**src/rtl/alu_exec.sv**
```systemverilog
// Handshaked single-issue ALU: one-cycle ops finish at the accepting edge,
// MUL runs an iterative shift-add multiplier for WIDTH cycles.
module alu_exec #(
  parameter int unsigned WIDTH = 16
) (
  input  logic             clk,
  input  logic             rst_n,
  input  logic [2:0]       alu_cntl,
  input  logic [WIDTH-1:0] op_a,
  input  logic [WIDTH-1:0] op_b,
  input  logic             in_valid,
  output logic             in_ready,
  output logic [WIDTH-1:0] result,
  output logic             zero,
  output logic             carry,
  output logic             out_valid,
  input  logic             out_ready,
  output logic             busy
);
  localparam int unsigned SW = $clog2(WIDTH);

  typedef enum logic [1:0] {IDLE, MUL, DONE} state_t;
  typedef enum logic [2:0] {
    OP_ADD = 3'b000, OP_SUB = 3'b001, OP_AND = 3'b010, OP_OR  = 3'b011,
    OP_XOR = 3'b100, OP_SLL = 3'b101, OP_SLT = 3'b110, OP_MUL = 3'b111
  } op_t;

  state_t           state, state_next;
  op_t              op;
  logic             started;
  logic             accept;
  logic             mul_last;
  logic [WIDTH:0]   sum, diff;
  logic [WIDTH-1:0] alu_res;
  logic             alu_carry;
  logic [WIDTH-1:0] acc, acc_next, mcand, mplier;
  logic [SW-1:0]    cnt;

  assign op       = op_t'(alu_cntl);
  assign accept   = in_valid && in_ready;
  assign mul_last = (cnt == SW'(WIDTH - 1));
  assign acc_next = mplier[0] ? acc + mcand : acc;

  always_comb begin
    sum       = {1'b0, op_a} + {1'b0, op_b};
    diff      = {1'b0, op_a} - {1'b0, op_b};
    alu_res   = '0;
    alu_carry = 1'b0;
    case (op)
      OP_ADD: begin alu_res = sum[WIDTH-1:0];  alu_carry = sum[WIDTH];  end
      // Bit WIDTH of the widened difference is the unsigned borrow.
      OP_SUB: begin alu_res = diff[WIDTH-1:0]; alu_carry = diff[WIDTH]; end
      OP_AND: alu_res = op_a & op_b;
      OP_OR:  alu_res = op_a | op_b;
      OP_XOR: alu_res = op_a ^ op_b;
      OP_SLL: alu_res = op_a << op_b[SW-1:0];
      OP_SLT: alu_res = {{(WIDTH-1){1'b0}}, ($signed(op_a) < $signed(op_b))};
      default: alu_res = '0;
    endcase
  end

  // started keeps in_ready low until the first edge after reset release.
  always_ff @(posedge clk or negedge rst_n) begin
    if (!rst_n) begin
      state   <= IDLE;
      started <= 1'b0;
    end else begin
      state   <= state_next;
      started <= 1'b1;
    end
  end

  always_comb begin
    state_next = state;
    case (state)
      IDLE:    if (accept) state_next = (op == OP_MUL) ? MUL : DONE;
      MUL:     if (mul_last) state_next = DONE;
      DONE:    if (out_ready) state_next = IDLE;
      default: state_next = IDLE;
    endcase
  end

  always_comb begin
    in_ready  = 1'b0;
    out_valid = 1'b0;
    busy      = 1'b1;
    case (state)
      IDLE: begin
        in_ready = started;
        busy     = 1'b0;
      end
      DONE:    out_valid = 1'b1;
      default: ;
    endcase
  end

  // The final multiplier iteration writes straight into result.
  always_ff @(posedge clk or negedge rst_n) begin
    if (!rst_n) begin
      result <= '0;
      zero   <= 1'b0;
      carry  <= 1'b0;
      acc    <= '0;
      mcand  <= '0;
      mplier <= '0;
      cnt    <= '0;
    end else if (accept) begin
      if (op == OP_MUL) begin
        acc    <= '0;
        mcand  <= op_a;
        mplier <= op_b;
        cnt    <= '0;
      end else begin
        result <= alu_res;
        zero   <= (alu_res == '0);
        carry  <= alu_carry;
      end
    end else if (state == MUL) begin
      if (mul_last) begin
        result <= acc_next;
        zero   <= (acc_next == '0);
        carry  <= 1'b0;
      end else begin
        acc <= acc_next;
        cnt <= cnt + SW'(1);
      end
      mcand  <= mcand << 1;
      mplier <= mplier >> 1;
    end
  end
endmodule

```
**config.mk**
```make
export PLATFORM = sky130hd
export DESIGN_NAME = alu_exec
export DESIGN_NICKNAME = d
export VERILOG_FILES = /design/src/rtl/alu_exec.sv
export SDC_FILE = /design/constraint.sdc
export NUM_CORES = 1
export LEC_CHECK = 0
export CORE_MARGIN = 8
export CORE_UTILIZATION = 35
export DETAILED_ROUTE_END_ITERATION = 8
export PLACE_DENSITY = 0.55
export SLEW_MARGIN = 20
export SYNTH_ARGS = -nofsm -noshare
export SYNTH_HDL_FRONTEND = slang
export SYNTH_SLANG_ARGS = --single-unit
```
**constraint.sdc**
```tcl
create_clock -name clk -period 5.5 [get_ports clk]
set_input_delay 1.1 -clock clk [delete_from_list [all_inputs] [get_ports clk]]
set_output_delay 1.1 -clock clk [all_outputs]
set_load 0.01 [all_outputs]
```
==> impl_metrics.csv <==
group,metric,value,unit
finish,final_util,40.83,%
sta,hold_viol,0,
clock_tree,clk_latency,0.35,ns
place,placed_cells,1238,
logic_synthesis,synthFlopType,"dfrtp_1",
floorplanning,row_count,53,
critical_path,cp-end-kind,"flip-flop",
finish,finalNetCount,1090,
place,place_hpwl,20380,um
logic_synthesis,synth_most_common_cell,"nand2_1",
pwr,ir_worst_vdd,0.0001775,V
min_path,min_from,"result[11]",
min_path,hold_class,"flip-flop to flip-flop",
logic_synthesis,synth_area_leaders,"dfrtp_1 25%, ha_1 13%, nand2_1 6.7%",
grt,groute.usage.overall,20.17,%
logic_synthesis,yosysUniqueCellTypes,75,
finish,stdcell_area,8476,um^2
finish,instances_no_fill,1254,
finish,fillers,2168,
pwr,pwr-share-seq,26.4,%
sta,rsz0062_at_grt,"false",
min_path,min_to,"result[11]",
critical_path,cp.arrival,4.91,ns
clock_tree,cts-htree-levels,3,
critical_path,path_class,"input port to flip-flop",
logic_synthesis,synth_common_cells,"130 x nand2_1, 103 x nor2_1, 74 x ha_1, 73 x dfrtp_1, 62 x a21oi_1",
grt,grt_pass1_vias,6980,
pwr,power.density,448.7,nW/um^2
critical_path,worstReg2RegStart,"acc[0]",
grt,antenna_found_initial,0,
sta,finalCriticalPeriod,4.624,ns
pwr,p_leak,3.756,nW
sta,timing.fmax,216.3,MHz
grt,grt_pass1_wl,41060,um
routing,wl_per_cell,20.96,um
min_path,hold_depth,2,
logic_synthesis,yosysSeqAreaShare,24.94,%
logic_synthesis,syn_area_per_cell,7.766,um^2
critical_path,critPathMaxFanout,8,
routing,drc,0,
clock_tree,root_buffer,"clkbuf_16",
logic_synthesis,yosys_register_bits,73,
routing,routed_via_density,5.737,
pwr,p_comb_share,57.5,%
floorplanning,die_h,160.7,um
clock_tree,cts_inserted_buffers,9,
pwr,pwr-share-clk,16.1,%
pwr,p_total,3.803,mW
sta,layout_setup_ws,0.8761,ns
sta,setup_viol,0,
sta,skew,0.008539,ns
place,dp_slack,0.6428,ns
pwr,switchingPower,1.737,mW
finish,n_antenna_cell,0,
finish,final_layout_size_suffix_gt1_share,6.537,%
routing,dr.pass1.iters,7,
clock_tree,cts-hold-fix-buffers,0,
logic_synthesis,yosys_warnings,0,
logic_synthesis,synth_top_area_share,24.94,%
critical_path,startpoint_type,"input port",
routing,drt_iter0_drc,691,
sta,max_slew.worst_pin.slew,0.9561,ns
grt,grt_overflow,0,
logic_synthesis,synth-edff-count,0,
clock_tree,clockBufferDepth,2,
floorplanning,die_area,25810,um^2
grt,grt_max_degree,74,
clock_tree,cts_resized,0,
floorplanning,coreArea,20760,um^2
place,io_buffers,59,
pwr,p_int,2.066,mW
routing,drt_wl_total,26290,um
sta,whs,0.4661,ns
critical_path,required,5.78,ns
flow_run,max-cap-violations,0,
critical_path,rr_endpoint,"zero",
critical_path,rrSetupSlack,2.08,ns
run_status,run_status,"complete, no violations",
clock_tree,cts_tree,"built",
place,placedInstanceArea,8165,um^2
critical_path,reg2reg_depth,12,
clock_tree,path_clk_slew,0.06,ns
logic_synthesis,syn_nets,1059,
place,gp_congestion,0.9906,
sta,slew_viol_final,0,
clock_tree,cts_setup_buffers,0,
logic_synthesis,yosysTopAreaCell,"dfrtp_1",
floorplanning,initial_core_util,35.28,%
floorplanning,io_pins,60,
clock_tree,cts_sinks,73,
routing,vias,7194,
finish,area_growth,15.74,%
logic_synthesis,syn_area,7323,um^2
logic_synthesis,async_flop_share,100.0,%
sta,relSlewSlack,36.26,%
sta,tns,0,ns
routing,postRouteAntennaNets,0,
logic_synthesis,syn_inst,943,
pwr,switching_share,45.67,%
floorplanning,die_x,160.7,um
sta,timing.final.crit_share,84.07,%
-- power groups by stage --
stage	Combinational (mW)	Clock, mW	Sequential (mW)
floorplan	1.51	0	0.950
global placement	2.16	0	1.01
detailed placement	2.16	0	1.01
CTS	2.18	0.627	1.00
global route	2.42	0.647	1.04
finish	2.19	0.614	1.00
-- layout make-up --
cell class	count	area [um^2]	share of cell area, %
Tap cell	275	344.1	4.060
Inverter	51	191.4	2.259
Sequential cell	73	1827	21.55
Multi-Input combinational cell	762	5090	60.05
Clock inverter	6	66.31	0.7824
Timing Repair Buffer	77	718.2	8.474
Clock buffer	10	239.0	2.820
-- cells in the final DEF, fill, tap and decap left out, types with 8 or more instances in the layout --
cell / instances
dfrtp_1: 73
nand2b_1: 12
nor3_1: 12
xor2_1: 8
mux2i_1: 26
mux2_2: 10
nor4_1: 9
inv_1: 51
a31oi_1: 37
a21oi_1: 62
o21ai_0: 56
ha_1: 74
clkbuf_16: 9
xnor2_1: 18
a21o_1: 11
clkdlybuf4s50_1: 57
a211oi_1: 15
nor2b_1: 13
nor2_1: 103
nand3_1: 24
o21bai_1: 9
nand2_1: 129
buf_4: 19
nand4_1: 9
-- metal layers --
layer / track usage [%] / part of all wire [%]
met1: 26.25 / 44
met2: 33.81 / 48
met4: 5.862 / 2.3
met3: 3.225 / 5.9
met5: 0 / 0
-- cell families (layout without fill, tap and decap cells) --
| logic type | Yosys count | in the layout | share of synthesized area, % |
|---|---|---|---|
| other cells | 1 | 1 | 0.05121 |
| fa+ha+maj | 77 | 77 | 13.46 |
| xor+xnor | 26 | 26 | 3.110 |
| compound gates | 266 | 266 | 23.77 |
| mux | 42 | 42 | 6.937 |
| flops | 73 | 73 | 24.94 |
| simple gates | 350 | 350 | 21.87 |
| buf+inv | 108 | 144 | 5.860 |
-- critical path: stages --
cell	delay (ns)
clkdlybuf4s50_1	0.65
inv_1	0.14
ha_1	0.46
o21ai_0	0.17
o21ai_0	0.54
a31oi_1	0.22
o41ai_1	0.55
nor4_1	0.13
a211oi_2	0.26
o211ai_1	0.12
nor4_1	0.39
a221o_1	0.17
-- flip-flops by register name (all words and copies together), names as in the netlist --
signal   cells
result      16
cnt          4
zero         1
state        2
mcand       16
mplier      16
carry        1
acc         16
started      1
-- worst max-delay path by stage --
stage                        from   end
after floorplan           op_b[2]  zero
after global placement    op_b[0]  zero
after detailed placement  op_b[0]  zero
after CTS                 op_b[0]  zero
after global routing      op_b[3]  zero
final                     op_b[3]  zero
Note: power is estimated with default switching activity, not from simulation.
